File: src/rtl/spi_pkg.sv
// Shared SPI definitions: mode constants and the slave/master FSM state encoding.
package spi_pkg;

  localparam logic SPI_CPOL = 1'b0;
  localparam logic SPI_CPHA = 1'b0;
  localparam logic [1:0] SPI_MODE = {SPI_CPOL, SPI_CPHA};

  typedef enum logic {
    IDLE  = 1'b0,
    SHIFT = 1'b1
  } spi_state_e;

  // Pads idle high when the shifter is not driving.
  function automatic logic miso_idle_level();
    return 1'b1;
  endfunction

endpackage

File: src/rtl/sync_edge.sv
// Two-flop synchronizer followed by a third stage used to detect edges of the
// synchronized level; edges appear two clocks after the pin change.
module sync_edge #(
  parameter logic RESET_VAL = 1'b0
) (
  input  logic clock,
  input  logic reset,
  input  logic din,
  output logic level,
  output logic rise,
  output logic fall
);

  logic [2:0] sync_reg;

  always_ff @(posedge clock or negedge reset) begin
    if (!reset) begin
      sync_reg <= {3{RESET_VAL}};
    end else begin
      sync_reg <= {sync_reg[1:0], din};
    end
  end

  assign level = sync_reg[1];
  assign rise  = sync_reg[1] & ~sync_reg[2];
  assign fall  = ~sync_reg[1] & sync_reg[2];

endmodule

File: src/rtl/spi_slave.sv
// Mode-0 SPI slave: oversamples the SPI pins, shifts W-bit words in/out and
// exchanges them with a source FIFO (get) and a sink (put).
module spi_slave
  import spi_pkg::*;
#(
  parameter int W = 8
) (
  input  logic         clock,
  input  logic         reset,
  input  logic         enable,
  input  logic [W-1:0] in,
  output logic         get,
  input  logic         empty,
  output logic [W-1:0] out,
  output logic         put,
  input  logic         spi_cs_n,
  input  logic         spi_clock,
  input  logic         spi_mosi,
  output logic         spi_miso,
  output logic         spi_miso_oe
);

  localparam int CW = (W > 2) ? $clog2(W) : 1;
  localparam logic [CW-1:0] LAST_BIT = CW'(W - 1);

  logic cs_level, cs_rise, cs_fall;
  logic sclk_level, sclk_rise, sclk_fall;
  logic mosi_level, mosi_rise, mosi_fall;
  logic sync_unused;

  sync_edge #(.RESET_VAL(1'b1)) u_sync_cs (
    .clock (clock), .reset (reset), .din (spi_cs_n),
    .level (cs_level), .rise (cs_rise), .fall (cs_fall)
  );

  sync_edge #(.RESET_VAL(1'b0)) u_sync_sclk (
    .clock (clock), .reset (reset), .din (spi_clock),
    .level (sclk_level), .rise (sclk_rise), .fall (sclk_fall)
  );

  sync_edge #(.RESET_VAL(1'b0)) u_sync_mosi (
    .clock (clock), .reset (reset), .din (spi_mosi),
    .level (mosi_level), .rise (mosi_rise), .fall (mosi_fall)
  );

  assign sync_unused = ^{cs_level, sclk_level, mosi_rise, mosi_fall};

  spi_state_e     state_reg;
  logic [W-1:0]   tx_reg;
  logic [W-1:0]   rx_reg;
  logic [W-1:0]   rx_next;
  logic [CW-1:0]  bit_cnt_reg;
  logic           reload_reg;
  logic           get_reg;
  logic           put_reg;
  logic [W-1:0]   out_reg;

  assign rx_next = {rx_reg[W-2:0], mosi_level};

  always_ff @(posedge clock or negedge reset) begin
    if (!reset) begin
      state_reg   <= IDLE;
      tx_reg      <= '0;
      rx_reg      <= '0;
      bit_cnt_reg <= '0;
      reload_reg  <= 1'b0;
      get_reg     <= 1'b0;
      put_reg     <= 1'b0;
      out_reg     <= '0;
    end else begin
      get_reg <= 1'b0;
      put_reg <= 1'b0;
      case (state_reg)
        IDLE: begin
          if (enable && cs_fall) begin
            state_reg   <= SHIFT;
            bit_cnt_reg <= '0;
            rx_reg      <= '0;
            reload_reg  <= 1'b0;
            if (!empty) begin
              get_reg <= 1'b1;
              tx_reg  <= in;
            end else begin
              tx_reg  <= '1;
            end
          end
        end
        SHIFT: begin
          // Leaving wins over a coincident SPI clock edge, so the final falling
          // edge of a frame never pops a word that would not be sent.
          if (!enable || cs_rise) begin
            state_reg   <= IDLE;
            bit_cnt_reg <= '0;
            rx_reg      <= '0;
            reload_reg  <= 1'b0;
          end else if (sclk_rise) begin
            rx_reg <= rx_next;
            if (bit_cnt_reg == LAST_BIT) begin
              bit_cnt_reg <= '0;
              out_reg     <= rx_next;
              put_reg     <= 1'b1;
              reload_reg  <= 1'b1;
            end else begin
              bit_cnt_reg <= bit_cnt_reg + CW'(1);
            end
          end else if (sclk_fall) begin
            if (reload_reg) begin
              reload_reg <= 1'b0;
              if (!empty) begin
                get_reg <= 1'b1;
                tx_reg  <= in;
              end else begin
                tx_reg  <= '1;
              end
            end else begin
              tx_reg <= {tx_reg[W-2:0], 1'b0};
            end
          end
        end
        default: state_reg <= IDLE;
      endcase
    end
  end

  assign get         = get_reg;
  assign put         = put_reg;
  assign out         = out_reg;
  assign spi_miso_oe = (state_reg == SHIFT);
  assign spi_miso    = spi_miso_oe ? tx_reg[W-1] : miso_idle_level();

endmodule

File: config.mk
export PLATFORM = sky130hd
export DESIGN_NAME = spi_slave
export DESIGN_NICKNAME = d
export VERILOG_FILES = /design/src/rtl/spi_pkg.sv /design/src/rtl/sync_edge.sv /design/src/rtl/spi_slave.sv
export SDC_FILE = /design/constraint.sdc
export NUM_CORES = 1
export LEC_CHECK = 0
export ABC_AREA = 1
export BUFFER_PORTS_ARGS = -buffer_cell sky130_fd_sc_hd__buf_4
export CORE_MARGIN = 2
export CORE_UTILIZATION = 35
export DETAILED_ROUTE_END_ITERATION = 16
export PLACE_DENSITY_LB_ADDON = 0.15
export SETUP_SLACK_MARGIN = 0.02
export SLEW_MARGIN = 20
export SYNTH_ARGS = -nofsm -noshare
export SYNTH_HDL_FRONTEND = slang
export SYNTH_SLANG_ARGS = --single-unit
File: constraint.sdc
create_clock -name clock -period 1.7 [get_ports clock]
set_input_delay 0.255 -clock clock [delete_from_list [all_inputs] [get_ports clock]]
set_output_delay 0.255 -clock clock [all_outputs]
set_load 0.05 [all_outputs]
[Word-level counts from Yosys, hierarchy flattened]
Index checks and enable logic that the tools add are counted.
Word-level totals
  bits in registers: 38
  logic and storage cells: 74
Cells by class
  reductions and logical operators: 7
  equality and inequality tests: 8
  $add $sub $neg: 1
  multiplexer cells: 37
  bitwise operators: 10
Operator list (number)
  $mux W8: 6
  $mux W7: 3
  $mux W1: 18
  $pmux W8 S2: 1
  $pmux W7 S2: 1
  $mux W3: 4
  $ne A2 B2 Y1 const B: 4
  $reduce_and A4 Y1: 2
  $not A1 Y1: 6
  $pmux W1 S2: 3
  $pmux W3 S2: 1
  $and A1 B1 Y1: 4
  $ne A4 B2 Y1 const B: 1
  $ne A4 B3 Y1 const B: 1
  $add A3 B1 Y3 const B: 1
  $eq A3 B3 Y1 const B: 1
  $ne A3 B2 Y1 const B: 1
  $reduce_and A3 Y1: 1
  $reduce_and A2 Y1: 1
  $logic_and A1 B1 Y1: 1
  $logic_not A1 Y1: 1
  $logic_or A1 B1 Y1: 1

[Logic depth before layout (Yosys ltp)]
  depth in word-level cells: 6
  mapped depth: 8

[By module]
A second synthesis with hierarchy kept.
Unflattened totals
  cells, all modules: 190
  area, all modules: 1746.7 um^2
By module, submodules not included
  spi_slave: area each 1472.7 um^2, cells each 169, instances 1, sequential area each 750.7 um^2
  sync_edge (u_sync_mosi ...): area each 90.1 um^2, cells each 7, instances 2, sequential area each 75.1 um^2
  sync_edge (u_sync_cs): area each 93.8 um^2, cells each 7, instances 1, sequential area each 78.8 um^2

[Worst setup path after synthesis]
OpenSTA, ideal clock, no wires.
  path type: register to output
  from: reg state_reg, in the netlist spi_miso_oe
  to: out spi_miso
  buffers on the path: 1
  cell stages (with the launch flop): 4
  data required time: 1445 ps
  data arrival time: 1337 ps
  slack: 108 ps
  cells stage by stage: dfrtp_1 buf_4 inv_2 or2_2
On the way
  word-level cells in the longest chain between the ends: 1
RTL lines
  start: declaration: RTL line spi_slave.sv:48  | spi_state_e state_reg;
  start signal: assignment: RTL line spi_slave.sv:62  | state_reg <= IDLE;
  start signal: assignment: RTL line spi_slave.sv:76  | state_reg <= SHIFT;
  start signal: assignment: RTL line spi_slave.sv:92  | state_reg <= IDLE;
  $mux W1: RTL line spi_slave.sv:129  | assign spi_miso = spi_miso_oe ? tx_reg[W-1] : miso_idle_level();
  end: declaration: RTL line spi_slave.sv:19  | output logic spi_miso,
No other way between the ends.

[Final worst setup path]
  from: reg bit_cnt_reg[0]
  to: reg out_reg[1], in the netlist out[1]
On the way
  word-level cells in the longest chain between the ends: 2
RTL lines
  start: declaration: RTL line spi_slave.sv:52  | logic [CW-1:0] bit_cnt_reg;
  start signal: assignment: RTL line spi_slave.sv:104  | bit_cnt_reg <= bit_cnt_reg + CW'(1);
  $eq A3 B3 Y1: RTL line spi_slave.sv:98  | if (bit_cnt_reg == LAST_BIT) begin
  $reduce_and A4 Y1 (no line)
  end signal: assignment: RTL line spi_slave.sv:100  | out_reg <= rx_next;
  end: declaration: RTL line spi_slave.sv:56  | logic [W-1:0] out_reg;
No other way between the ends.
A chain may end at the register's enable or synchronous reset.

==> impl_metrics.tcl <==
set metrics [dict create \
    arrival_ns 1.67 \
    path_class "flop to flop" \
    nFillCells 482 \
    layout.nets 228 \
    drive_gt1_share_pct 34.1 \
    fin_ws_ns 0.209 \
    rr_startpoint "bit_cnt_reg[0]" \
    cap_violations 0 \
    finalClockSkew_ns 0.00676 \
    cts_sinks 38 \
    synth_common_cells "nand2_1 (66), dfrtp_1 (35), o21ai_2 (18)" \
    ir_drop_mv 0.460 \
    finalHoldViolations 0 \
    multi_input_area_um2 661 \
    antenna_found_initial 0 \
    synthArstFlopShare_pct 100 \
    rsz0062_at_grt "false" \
    p_sw_share_pct 27.4 \
    grt_pass1_wl_mm 5.44 \
    worst_pin_slew_ns 0.471 \
    path_clk_slew_ns 0.07 \
    synth_fp_nets 196 \
    post_cts_buffers 0 \
    slew_headroom_pct 68.6 \
    cts_root_buf "clkbuf_8" \
    dr.pass1.iters 4 \
    crit_path_end "out[1]" \
    drc 0 \
    htree_num_levels 2 \
    ys_types 24 \
    startpoint_type "flop" \
    fp.dieH_um 74.1 \
    die_area_um2 5480 \
    netlist_area_um2 1720 \
    post-place-ws_ns 0.207 \
    seqCellArea_um2 955 \
    yosysMostFrequentCell "nand2_1" \
    finalPower_mw 1.91 \
    antenna_cells 0 \
    wl_mm 2.99 \
    r2r-end "out[1]" \
    start_util_pct 36.4 \
    setup_viol 0 \
    avgRoutedWirePerCell_um 10.8 \
    fp-row-count 25 \
    clock_path_buffers 2 \
    grt_max_degree 39 \
    yosysTopAreaCellShare_pct 51.0 \
    vias_per_cell 4.39 \
    critPathRequiredTime_ns 1.88 \
    numCtsBuffers 5 \
    clk_latency_ns 0.29 \
    pwr-share-clk_pct 30.1 \
    io_buffer_count 26 \
    core_um2 4720 \
    p_int_mw 1.38 \
    synth_area_leader_cell "dfrtp_1" \
    p_switching_mw 0.523 \
    leakage_nw 1.04 \
    cp-startpoint "bit_cnt_reg[0]" \
    reg2regPathDepth 8 \
    slew_viol_final 0 \
    area_growth_pct 19.9 \
    yosysSeqAreaShare_pct 55.6 \
    synthFlopType "dfrtp_1" \
    p_seq_share_pct 54.2 \
    synthTopCellsByArea "dfrtp_1 (51%), nand2_1 (14%), o21ai_2 (9.2%), dfstp_2 (4.6%), nand3_1 (2.9%)" \
    reg2reg_slack_ns 0.21 \
    cp_max_fo 10 \
    ios 27 \
    routabilityCongestion 0.742 \
    syn_inst 179 \
    yosys_warnings 0 \
    hold_class "primary input to flop" \
    overflow 0 \
    combPwrFrac_pct 15.7 \
    finalSetupTns_ns 0 \
    yosys_register_bits 38 \
    finish.utilization_pct 43.6 \
    status "finished, final reports clean" \
    hpwl_mm 2.14 \
    drt_iter0_markers 49 \
    worst_setup_path_end_kind "flop" \
    cts_tree "yes" \
    grt_use_total_pct 13.1 \
    max_freq_mhz 671 \
    ant_nets 0 \
    grt_pass1_vias 1215 \
    period_minus_slack_ns 1.49 \
    dieWidth_um 74.1 \
    num_vias 1221 \
    synth_edf_count 0 \
    powerDensity_nw_per_um2 926 \
    period_share_pct 87.7 \
    synth_area_per_cell_um2 9.60 \
]
-- layout by cell type (no fill, tap or decap), drive strengths merged --
cell type and count:
clkinv 3, inv 13, a21oi 3, dlygate4sd3 1, clkbuf 5, dfrtp 35, nand3 11, nand4 1
nor2 4, dfstp 3, or2 2, nand2 72, ha 2, o21ai 27, buf 29
-- cells by family after synthesis --
logic type	Yosys count	share of synthesized area [%]
simple gates	90	22.8
flops	38	55.6
compound gates	30	14.2
buf+inv	19	5.97
fa+ha+maj	2	1.46
-- repair_timing --
action,4_1_cts,5_1_grt
resized for setup,0,0
hold buffers,1,0
endpoints found under the hold margin,35,0
-- critical path, stage by stage (launching register included) --
cell and delay [ns]:
dfrtp_1 0.40, ha_1 0.20, ha_1 0.19, inv_1 0.07, nor2_1 0.07, nand2_4 0.14, clkinv_2 0.16, nand2_1 0.10
nand2_1 0.05
-- worst min path at each step --
stage | from | cells after the start | to | slack (ns)
2_1_floorplan | reset | 0 | bit_cnt_reg[0] | -0.04
3_3_place_gp | reset | 1 | out[1] | 0.25
3_5_place_dp | reset | 1 | out[1] | 0.26
4_1_cts | spi_mosi | 1 | u_sync_mosi.sync_reg[0] | 0.06
5_1_grt | spi_mosi | 1 | u_sync_mosi.sync_reg[0] | 0.05
6_report | spi_mosi | 1 | u_sync_mosi.sync_reg[0] | 0.07
-- power groups by stage --
stage / combinational (mW) / sequential, mW / clock [mW]
2_1_floorplan: 0.221 / 1.05 / 0
3_3_place_gp: 0.297 / 1.05 / 0
3_5_place_dp: 0.304 / 1.05 / 0
4_1_cts: 0.307 / 1.03 / 0.599
5_1_grt: 0.343 / 1.04 / 0.641
6_report: 0.299 / 1.03 / 0.574
-- layout make-up --
class                      count  share of cell area [%]
clock buffer                   5                    3.34
clock inverter                 2                   0.486
inverter                      14                    2.61
multi-input combinational    122                    32.1
sequential                    38                    46.4
tap                           67                    4.07
timing repair buffer          30                    11.1
-- metal layers --
layer  wire, µm  global-route usage (%)  share of wire (%)
met1       1360                    16.9                 46
met2       1390                    20.2                 46
met3        177                    4.07                5.9
met4         59                    6.06                2.0
met5          0                       0                  0
-- stage by stage --
stage / hold slack [ns] / cells / instance area [µm²]
floorplan: -0.0406 / 179 / 1720
global placement: 0.249 / 270 / 1970
detailed placement: 0.257 / 270 / 1970
CTS: 0.0619 / 278 / 2060
global route: 0.0549 / 278 / 2060
finish: 0.0704 / 278 / 2060
No activity file was read; power rests on OpenSTA's default activity.
